<file path="config.mk">
export PLATFORM = sky130hd
export DESIGN_NAME = fir_decim_out
export DESIGN_NICKNAME = d
export VERILOG_FILES = /design/src/rtl/fir_decim_out.sv
export SDC_FILE = /design/constraint.sdc
export NUM_CORES = 1
export LEC_CHECK = 0
export ABC_AREA = 0
export CAP_MARGIN = 0
export CORE_AREA = 4 4 121 123
export CTS_BUF_LIST = sky130_fd_sc_hd__clkbuf_4 sky130_fd_sc_hd__clkbuf_8 sky130_fd_sc_hd__clkbuf_16
export DETAILED_ROUTE_END_ITERATION = 10
export DIE_AREA = 0 0 125 127
export HOLD_SLACK_MARGIN = 0.05
export PLACE_DENSITY_LB_ADDON = 0.2
export SYNTH_ARGS = -nofsm -noshare
export SYNTH_HDL_FRONTEND = slang
export SYNTH_SLANG_ARGS = --single-unit
</file>
<file path="constraint.sdc">
create_clock -name Clk -period 2.7 [get_ports Clk]
set_clock_uncertainty 0.1 [all_clocks]
set_input_delay 0.405 -clock Clk [delete_from_list [all_inputs] [get_ports Clk]]
set_output_delay 0.405 -clock Clk [all_outputs]
set_load 0.005 [all_outputs]
</file>
<file path="src/rtl/fir_decim_out.sv">
// Block-averaging output stage for the 4-tap FIR: sums DECIM samples, shifts by LOG2_DECIM, buffers in a show-ahead FIFO.
// Define FIR_DECIM_APPROX_EN to build the accumulator with the approximate-LSB adder.
module fir_decim_out #(
    parameter int DECIM      = 4,
    parameter int LOG2_DECIM = 2,
    parameter int FIFO_DEPTH = 4
) (
    input  logic        Clk,
    input  logic        Rst,
    input  logic [15:0] Xin,
    input  logic        Xvalid,
    output logic [15:0] Yout,
    output logic        Yvalid,
    input  logic        Yready,
    output logic        Overflow
);

    localparam int W  = 16 + LOG2_DECIM;
    localparam int PW = $clog2(FIFO_DEPTH);
    localparam int CW = PW + 1;

    // Approximate variant: no carry out of the low 3 bits, low bits forced to 3'b111 when bit 3 differs.
    function automatic logic [W-1:0] acc_add(input logic [W-1:0] a, input logic [W-1:0] b);
`ifdef FIR_DECIM_APPROX_EN
        logic [W-1:0] s;
        s[W-1:3] = a[W-1:3] + b[W-1:3];
        s[2:0]   = (a[3] ^ b[3]) ? 3'b111 : (a[2:0] + b[2:0]);
        return s;
`else
        return a + b;
`endif
    endfunction

    logic [W-1:0]          acc_q, acc_d;
    logic [LOG2_DECIM-1:0] phase_q, phase_d;
    logic [15:0]           mem_q [FIFO_DEPTH];
    logic [15:0]           mem_d [FIFO_DEPTH];
    logic [PW-1:0]         wr_ptr_q, wr_ptr_d;
    logic [PW-1:0]         rd_ptr_q, rd_ptr_d;
    logic [CW-1:0]         count_q, count_d;
    logic                  overflow_q, overflow_d;

    logic [W-1:0] xin_ext;
    logic [W-1:0] sum;
    logic [15:0]  result;
    logic         block_done;
    logic         full;
    logic         pop;
    logic         push;

    assign xin_ext    = {{LOG2_DECIM{Xin[15]}}, Xin};
    assign sum        = acc_add(acc_q, xin_ext);
    assign result     = sum[W-1:LOG2_DECIM];
    assign block_done = Xvalid && (phase_q == LOG2_DECIM'(DECIM - 1));
    assign full       = (count_q == CW'(FIFO_DEPTH));
    assign pop        = (count_q != '0) && Yready;
    // A full FIFO still accepts a block that completes in the same cycle as a pop.
    assign push       = block_done && (!full || pop);

    always_comb begin
        acc_d      = acc_q;
        phase_d    = phase_q;
        mem_d      = mem_q;
        wr_ptr_d   = wr_ptr_q;
        rd_ptr_d   = rd_ptr_q;
        count_d    = count_q;
        overflow_d = overflow_q;

        if (Xvalid) begin
            if (block_done) begin
                acc_d   = '0;
                phase_d = '0;
            end else begin
                acc_d   = sum;
                phase_d = phase_q + LOG2_DECIM'(1);
            end
        end

        if (push) begin
            mem_d[wr_ptr_q] = result;
            wr_ptr_d        = wr_ptr_q + PW'(1);
        end
        if (pop) begin
            rd_ptr_d = rd_ptr_q + PW'(1);
        end

        case ({push, pop})
            2'b10:   count_d = count_q + CW'(1);
            2'b01:   count_d = count_q - CW'(1);
            default: count_d = count_q;
        endcase

        if (block_done && !push) begin
            overflow_d = 1'b1;
        end
    end

    always_ff @(posedge Clk or posedge Rst) begin
        if (Rst) begin
            acc_q      <= '0;
            phase_q    <= '0;
            wr_ptr_q   <= '0;
            rd_ptr_q   <= '0;
            count_q    <= '0;
            overflow_q <= 1'b0;
            for (int i = 0; i < FIFO_DEPTH; i++) begin
                mem_q[i] <= '0;
            end
        end else begin
            acc_q      <= acc_d;
            phase_q    <= phase_d;
            wr_ptr_q   <= wr_ptr_d;
            rd_ptr_q   <= rd_ptr_d;
            count_q    <= count_d;
            overflow_q <= overflow_d;
            mem_q      <= mem_d;
        end
    end

    assign Yout     = mem_q[rd_ptr_q];
    assign Yvalid   = (count_q != '0);
    assign Overflow = overflow_q;

endmodule
</file>
# [Yosys cells after proc, flatten, opt, wreduce, memory -nomap -nowiden]
# Index checks and enable logic that the tools add are counted.
[op_classes] n_addsub=6 mul=0 div_mod_pow=0 n_lt_le_gt_ge=3 eq_ne=4 n_shift=0 n_mux=9 bitwise_logic=2 n_reduce_logical=10
[ops] cell="$bwmux W64" count=1
[ops] cell="$mux W16" count=3
[ops] cell="$bmux W16 S2" count=1
[ops] cell="$demux W16 S2" count=1
[ops] cell="$add A18 B18 Y18" count=1
[ops] cell="$mux W18" count=1
[ops] cell="$add A2 B1 Y2 const B" count=3
[ops] cell="$ge A3 B3 Y1 const B" count=2
[ops] cell="$not A2 Y3" count=2
[ops] cell="$pmux W3 S2" count=1
[ops] cell="$logic_and A1 B1 Y1" count=5
[ops] cell="$eq A2 B2 Y1 const B" count=2
[ops] cell="$add A3 B1 Y3 const B" count=1
[ops] cell="$eq A3 B3 Y1 const B" count=1
[ops] cell="$lt A3 B1 Y1 const B" count=1
[ops] cell="$reduce_bool A3 Y1" count=1
[ops] cell="$sub A3 B1 Y3 const B" count=1
[ops] cell="$eq A2 B1 Y1 const B" count=1
[ops] cell="$logic_not A1 Y1" count=2
[ops] cell="$mux W2" count=1
[ops] cell="$reduce_bool A2 Y1" count=1
[ops] cell="$logic_or A1 B1 Y1" count=1
[word_totals] register_bits=92 latchBits=0 ram_bits=0 rom_bits=0 out_inout_bits=18 word_cells=44 mem_count=0

# [Longest topological paths before layout]
# Gate-level depths: netlist of the first run.
[depth] ltp_word=6 depth_mapped=12 depth_no_buf=10

# [Worst setup path after synthesis of the first run]
# OpenSTA, ideal clock, no wires.
[synth_path] path_kind="input -> register" startpoint="input port Xin[0]" endpoint="register mem_q[12] in the netlist's numbering" arrival_ps=2283 t_required_ps=2466 path_slack_ps=183 cell_stages=9 path_buffers=0 cell_sequence="ha_1 fa_1 a21o_1 a21o_1 a32oi_1 nand3_1 a31oi_1 xor2_1 o21ai_0"
[synth_between] elab_chain_cells=2
[synth_rtl] item="start, declared" line_no="10" source="input logic [15:0] Xin,"
[synth_rtl] item="$add A18 B18 Y18" line_no="30" source="return a + b;"
[synth_rtl] item="$bwmux W64" line_no="80" source="mem_d[wr_ptr_q] = result;"
[synth_rtl] item="end signal, assigned" line_no="116" source="mem_q <= mem_d;"
[synth_rtl] item="end, declared" line_no="36" source="logic [15:0] mem_q [FIFO_DEPTH];"
# Every way passes these cells.
# A chain may end at the register's enable or synchronous reset.

# [Worst setup path after layout of the first run]
[layout_path] startpoint="input port Xin[0]" endpoint="register mem_q[28] in the netlist's numbering"
# The elaborated chain is that of the path after synthesis.

==> results of run 1 <==
==> synthesized netlist by cell type (2+ instances only) <==
cell type and count:
sky130_fd_sc_hd__nand2b_1 2, sky130_fd_sc_hd__xnor2_1 11, sky130_fd_sc_hd__nor2_1 9, sky130_fd_sc_hd__a31oi_1 4
sky130_fd_sc_hd__a22o_1 2, sky130_fd_sc_hd__mux4_2 16, sky130_fd_sc_hd__a41oi_1 2, sky130_fd_sc_hd__o21ai_1 2
sky130_fd_sc_hd__nand4_1 2, sky130_fd_sc_hd__a21o_1 8, sky130_fd_sc_hd__mux2i_1 2, sky130_fd_sc_hd__nand2_1 76
sky130_fd_sc_hd__ha_1 23, sky130_fd_sc_hd__a221oi_1 2, sky130_fd_sc_hd__nor2b_1 2, sky130_fd_sc_hd__o2bb2ai_1 13
sky130_fd_sc_hd__fa_1 2, sky130_fd_sc_hd__a21oi_2 2, sky130_fd_sc_hd__buf_2 3, sky130_fd_sc_hd__nand3_1 7
sky130_fd_sc_hd__o21ai_0 62, sky130_fd_sc_hd__mux2_2 5, sky130_fd_sc_hd__and2_1 4, sky130_fd_sc_hd__dfrtp_1 92
sky130_fd_sc_hd__o31ai_1 3, sky130_fd_sc_hd__xor2_1 9, sky130_fd_sc_hd__clkbuf_1 16, sky130_fd_sc_hd__o21bai_1 4
sky130_fd_sc_hd__a21oi_1 19, sky130_fd_sc_hd__inv_1 11
==> cell type report <==
type | count | area, sq um | area share, %
sequential | 92 | 2300 | 38.0
multi-input combinational | 309 | 2290 | 37.7
timing repair buffer | 98 | 893 | 14.7
clock buffer | 10 | 239 | 3.94
tap | 180 | 225 | 3.72
clock inverter | 6 | 68.8 | 1.14
inverter | 11 | 45.0 | 0.743
==> metrics by stage <==
step	power [W]	area [sq um]	setup TNS, ns
floorplan	0.00455	4660	0
global placement	0.00627	5690	-11.76
detailed placement	0.00637	5690	-13.03
CTS	0.00772	6000	0
global route	0.00834	6060	0
finish	0.00770	6060	0
==> flip-flops by register name (all words and copies together) (netlist names) <==
signal    count
Overflow      1
phase_q       2
count_q       3
acc_q        18
wr_ptr_q      2
mem_q        64
rd_ptr_q      2
==> power by group through the flow <==
stage | clock network (W) | registers (W) | logic, W
2_1_floorplan | 0 | 0.00227 | 0.00228
3_5_place_dp | 0 | 0.00242 | 0.00395
6_report | 0.00131 | 0.00240 | 0.00399
4_1_cts | 0.00135 | 0.00240 | 0.00396
5_1_grt | 0.00140 | 0.00248 | 0.00446
3_3_place_gp | 0 | 0.00239 | 0.00388
==> logic make-up (layout without fill, tap and decap cells) <==
| kind of cell | after synthesis | count (layout) | share of synthesized area, % |
|---|---|---|---|
| adders and majority gates | 25 | 25 | 7.04 |
| AOI/OAI and AO/OA | 130 | 130 | 17.3 |
| buffers and inverters | 31 | 125 | 2.58 |
| xor gates and xnor gates | 20 | 20 | 3.76 |
| and+or+nand+nor | 111 | 111 | 10.5 |
| muxes | 23 | 23 | 9.38 |
| DFF | 92 | 92 | 49.5 |
==> critical path: cells and delay by family <==
family	cells	cell delay, ns
adder cells (fa/ha/maj)	2	0.55
XOR/XNOR	1	0.26
AO/OA/AOI/OAI	5	0.93
AND/OR/NAND/NOR	1	0.12
buffers and inverters	1	0.40
==> per-layer routing <==
layer | up-vias | track usage (%)
li1 | 1727 | -
met1 | 1647 | 19.0
met2 | 46 | 22.6
met3 | 9 | 1.67
met4 | 0 | 5.74
met5 | - | 0
==> worst max-delay path by stage <==
stage / from / end / slack [ns]
after floorplan: Xin[0] / mem_q[12]$_DFFE_PP0P_ / 0.18
after global placement: Xin[0] / mem_q[44]$_DFFE_PP0P_ / -0.42
after detailed placement: Xin[0] / mem_q[28]$_DFFE_PP0P_ / -0.45
after CTS: Xin[0] / mem_q[28]$_DFFE_PP0P_ / 0.02
after global routing: Xin[0] / mem_q[28]$_DFFE_PP0P_ / 0.003
final: Xin[0] / mem_q[28]$_DFFE_PP0P_ / 0.13
==> timing repair <==
action / CTS / global route
pin swaps: 3 / 15
setup endpoints to repair: 16 / 26
buffers inserted: 0 / 1
endpoints found under the hold margin: 0 / 0
resized for setup: 2 / 14
gates cloned: 0 / 0
==> out/results.md, run 1 <==
### Synthesis
• number of synthesized register bits: 92
• part of the Yosys area used for sequential elements: 49.5%
• most used flip-flop cell after synthesis: sky130_fd_sc_hd__dfrtp_1
• fraction of registers with async set or reset after synthesis: 100%
• Synth Net Count: 477
• number of standard cells after synthesis: 432
• Synth area leaders: sky130_fd_sc_hd__dfrtp_1 49%, sky130_fd_sc_hd__mux4_2 7.7%, sky130_fd_sc_hd__o21ai_0 6.7%
• number of synthesized flops with an enable pin: 0
• Synth cell types: 47
• cell type contributing the most total cell area after synthesis: sky130_fd_sc_hd__dfrtp_1
• post-synthesis cell area: 4650 sq um
• area fraction of the dominant cell type after synthesis: 49.5%
• number of warnings printed during yosys synthesis: 0
• Post-Synthesis Mean Instance Area: 10.8 sq um

### Clocking
• cts hold-fix bufs: 0
• insertion delay of the later-clocked pin in the worst-skew pair: 0.34 ns
• root buf cell: sky130_fd_sc_hd__clkbuf_16
• clock tree from TritonCTS: done
• sink count of the clock tree: 92
• clock input transition at the sequential cells of the worst setup and hold paths: 0.06 ns
• Num CTS Buffers: 9
• # H-tree levels: 3
• deepest clock path buffer count: 2

### Routing
• final WL: 10500 um
• total number of vias: 3429
• detailed-routed wire length on met2: 4930 um
• sum of met3 wire segment lengths after detailed routing: 371 um
• Post-Route M1 WL: 5090 um
• DR vias/cell: 4.86
• ANT nets after route: 0
• number of remaining DRC errors: 0
• DRC marker count from the first detailed-route iteration: 171
• average wire length per cell after detail routing: 14.9 um
• top layer in use: met4
• detailed-routing iteration count for the pre-antenna-repair pass: 4

### Timing
• Slew Limit Headroom: 66.4%
• setup repair after global routing missed its margin: false
• worst-margin pin slew: 0.504 ns
• minimum period implied by the final worst setup slack: 2.57 ns
• Max Clk Rate: 390 MHz
• fin. max-slew vios: 0
• Worst Slack Setup Final: 0.134 ns
• total count of hold-check failures in the final report: 0
• Period Utilization, post-route: 95.0%
• worst-case hold slack: 0.376 ns
• setup-violating endpoint count in the final report: 0

### Place
• port buffer count: 37
• post-DP HPWL: 7450 um
• last weighted congestion value of the routability-driven placer: 0.796
• post-placement cell count: 689
• pre-CTS setup slack: -0.447 ns

### Worst setup path
• R2R setup slack: 0.22 ns
• CP peak stage delay: 0.40 ns
• Worst setup SP type: input pin
• maximum fanout along the worst path: 5
• critical register-to-register path startpoint: acc_q[0]$_DFFE_PP0P_
• Critical Path Most Common Cell: sky130_fd_sc_hd__a21o_1
• slowest stage cell, crit path: sky130_fd_sc_hd__clkdlybuf4s50_1
• critical register-to-register path endpoint: mem_q[28]$_DFFE_PP0P_
• Crit Path Class: in -> reg
• worst endpoint required time: 2.81 ns
• cells traversed along the worst timing path: clkdlybuf4s50_1 -> ha_2 -> fa_2 -> a21o_1 -> a21o_1 -> a32oi_2 -> nand3_1 -> a31oi_2 -> xor2_2 -> o21ai_1
• WP data arrival: 2.68 ns
• depth of the worst register-to-register path: 9
• Critical Path Sink Type: register

### GRT
• pin count of the biggest net entering global routing: 93
• wire length of the first global-routing pass: 17700 um
• vias in the first global route: 3596
• global-route total usage across every layer: 13.9%
• final global-route overflow total: 0
• initial antenna violation count: 0

### Floorplan
• Rows: 43
• core footprint: 13700 sq um
• Total Die Area: 15900 sq um
• height of the die: 127 um
• initial core utilization: 34.1%
• ports placed on the boundary: 38
• width of the die: 125 um

### Power
• internal power consumption: 0.00493 W
• worst IR drop on VDD: 0.380 mV
• Flop pwr share: 31.1%
• share of total power in combinational logic: 51.8%
• static leakage: 2.75 nW
• NetSw: 0.00276 W
• clock network fraction of design power: 17.0%
• switching share of total power: 35.9%
• Power Dens Cells: 1270 nW/um^2

### Layout
• Filler cells: 1318
• Final Net Count: 566
• post-route insts no fill: 706
• Area Overhead vs Synth: 30.2%
• commonest non-fill, non-tap cells in the layout: 91 x sky130_fd_sc_hd__dfrtp_1, 76 x sky130_fd_sc_hd__nand2_1, 58 x sky130_fd_sc_hd__o21ai_0
• commonest non-fill, non-tap cell in the layout: sky130_fd_sc_hd__dfrtp_1
• core utilization of the finished layout: 44.4%
• proportion of layout cells with a drive suffix above 1: 22.6%
• Ant. Diodes: 0

### Min path
• worst hold path endpoint: Overflow$_DFFE_PP0P_
• Hold/Removal Path Class: reg -> reg
• Worst Hold Launch: Overflow$_DFFE_PP0P_
• Worst Hold Depth: 1

### Run
• Maximum Capacitance Violations: 0

### Status
• run status: finished clean

No activity file was read; power rests on OpenSTA's default activity.
==> run 2, diff against run 1 <==
REMOVE_ABC_BUFFERS = 1   (was not set)
==> run 2 against run 1 <==
Routed wire length up 4.2%; register-to-register slack better by 0.04 ns; core utilization shrank 0.17 points; count of clock-buffer cells in the layout is 1 lower; largest cell class unchanged; die area unchanged; total power up 0.19%; critical path type unchanged; combinational power grew 2%.
==> out/results.md, run 2 (synthesis results as in run 1) <==
### Status
• run status: finished clean

### Power
• Power, Total: 0.00771 W
• Power Dens Cells: 1280 nW/um^2
• static leakage: 2.76 nW
• worst IR drop on VDD: 0.444 mV

### Timing
• worst-case hold slack: 0.366 ns
• total negative slack for setup checks: 0 ns
• Period Utilization, post-route: 94.4%
• setup-violating endpoint count in the final report: 0
• minimum period implied by the final worst setup slack: 2.55 ns
• setup repair after global routing missed its margin: false
• worst-margin pin slew: 0.438 ns
• fin. max-slew vios: 0
• Max Clk Rate: 392 MHz
• total count of hold-check failures in the final report: 0
• Worst Slack Setup Final: 0.150 ns
• Slew Limit Headroom: 70.4%

### Floorplan
• width of the die: 125 um
• Rows: 43
• Total Die Area: 15900 sq um
• height of the die: 127 um
• ports placed on the boundary: 38
• core footprint: 13700 sq um
• initial core utilization: 34.1%

### Layout
• post-route insts no fill: 710
• area taken by flip-flops and latches: 2300 sq um
• Final Net Count: 570
• Filler cells: 1347
• Area Overhead vs Synth: 29.7%
• flip-flop count of the largest register, all copies and words added: 64
• multi-input logic area: 2280 sq um
• Reg with most FFs: mem_q
• commonest non-fill, non-tap cells in the layout: 92 x sky130_fd_sc_hd__dfrtp_1, 76 x sky130_fd_sc_hd__nand2_1, 63 x sky130_fd_sc_hd__buf_4
• Ant. Diodes: 0
• proportion of layout cells with a drive suffix above 1: 22.8%
• commonest non-fill, non-tap cell in the layout: sky130_fd_sc_hd__dfrtp_1
• largest registers: mem_q x64, acc_q x18, count_q x3

### Routing
• DR vias/cell: 4.97
• average wire length per cell after detail routing: 15.5 um
• ANT nets after route: 0
• final WL: 11000 um
• total number of vias: 3529
• DRC marker count from the first detailed-route iteration: 198
• detailed-routing iteration count for the pre-antenna-repair pass: 4
• number of remaining DRC errors: 0

### Worst setup path
• worst endpoint required time: 2.82 ns
• Critical Path Sink Type: register
• Crit Path Class: in -> reg
• Worst setup SP type: input pin
• WP data arrival: 2.67 ns
• maximum fanout along the worst path: 5

### Clocking
• clock tree from TritonCTS: done
• cts hold-fix bufs: 0
• Num CTS Buffers: 9
• root buf cell: sky130_fd_sc_hd__clkbuf_16
• # H-tree levels: 3
• insertion delay of the later-clocked pin in the worst-skew pair: 0.34 ns
• sink count of the clock tree: 92
• clock input transition at the sequential cells of the worst setup and hold paths: 0.07 ns
• deepest clock path buffer count: 2

### Place
• post-placement cell count: 692
• last weighted congestion value of the routability-driven placer: 0.877
• pre-CTS setup slack: -0.516 ns
• port buffer count: 37
• post-DP HPWL: 7890 um

### Run
• Maximum Capacitance Violations: 0

### Min path
• Hold/Removal Path Class: in -> async

### GRT
• pin count of the biggest net entering global routing: 70
• initial antenna violation count: 0
• final global-route overflow total: 0
• global-route total usage across every layer: 14.6%
• vias in the first global route: 3729
• wire length of the first global-routing pass: 18700 um

[run 2: worst paths after layout]
path | end | slack, ns | cells past startpoint | startpoint
max in group asynchronous | mem_q[22]$_DFFE_PP0P_ | 1.84 | 3 | Rst
min reg2reg | Overflow$_DFFE_PP0P_ | 0.37 | 1 | Overflow$_DFFE_PP0P_
min | Overflow$_DFFE_PP0P_ | 0.37 | 3 | Rst
min in group Clk | Overflow$_DFFE_PP0P_ | 0.37 | 1 | Overflow$_DFFE_PP0P_
max | mem_q[44]$_DFFE_PP0P_ | 0.15 | 11 | Xin[0]
max reg2reg | mem_q[15]$_DFFE_PP0P_ | 0.26 | 8 | acc_q[1]$_DFFE_PP0P_
[run 2: repair_timing]
item,CTS,global route
setup endpoints to repair,13,31
resized for setup,2,8
buffers inserted,1,1
pin swaps,1,6
[run 2: layer usage]
layer  global-route usage [%]  vias to the layer above  share of wire (%)  wire length [um]
met3                     2.30                       10                3.1               340
met4                     4.91                        0                1.4               149
met2                     24.2                       56                 48              5260
li1                         -                     1738                  -                 -
met1                     19.6                     1725                 48              5240
met5                        0                        -                  0                 0
[run 2: metrics by stage]
step / util [%] / cell area (sq um)
floorplan: - / 4580
global placement: 41.5 / 5670
detailed placement: 41.5 / 5670
CTS: 43.8 / 5990
global route: 44.2 / 6040
finish: 44.2 / 6040
[run 2: worst max-delay path: stages]
cell,delay (ns)
sky130_fd_sc_hd__clkdlybuf4s50_1,0.41
sky130_fd_sc_hd__ha_2,0.21
sky130_fd_sc_hd__fa_2,0.34
sky130_fd_sc_hd__a21o_1,0.18
sky130_fd_sc_hd__a21o_1,0.19
sky130_fd_sc_hd__a32oi_2,0.23
sky130_fd_sc_hd__nand3_1,0.12
sky130_fd_sc_hd__a31oi_1,0.18
sky130_fd_sc_hd__xor2_1,0.17
sky130_fd_sc_hd__buf_4,0.15
sky130_fd_sc_hd__o21ai_0,0.08
[run 2: area by class of cell]
class / count / area share (%)
sequential: 92 / 38.1
clock inverter: 7 / 1.22
clock buffer: 9 / 3.73
timing repair buffer: 102 / 14.7
multi-input combinational: 309 / 37.8
inverter: 11 / 0.705
tap: 180 / 3.73
[run 2: power by group]
group          internal [W]  switching, W
logic               0.00218       0.00189
registers           0.00201      0.000341
clock network      0.000723      0.000562
total               0.00492       0.00279
==> run 3, diff against run 2 <==
GPL_TIMING_DRIVEN = 1   (was not set)
==> results of run 3 <==
Final layout, timing and power as in run 2 (identical DEF).
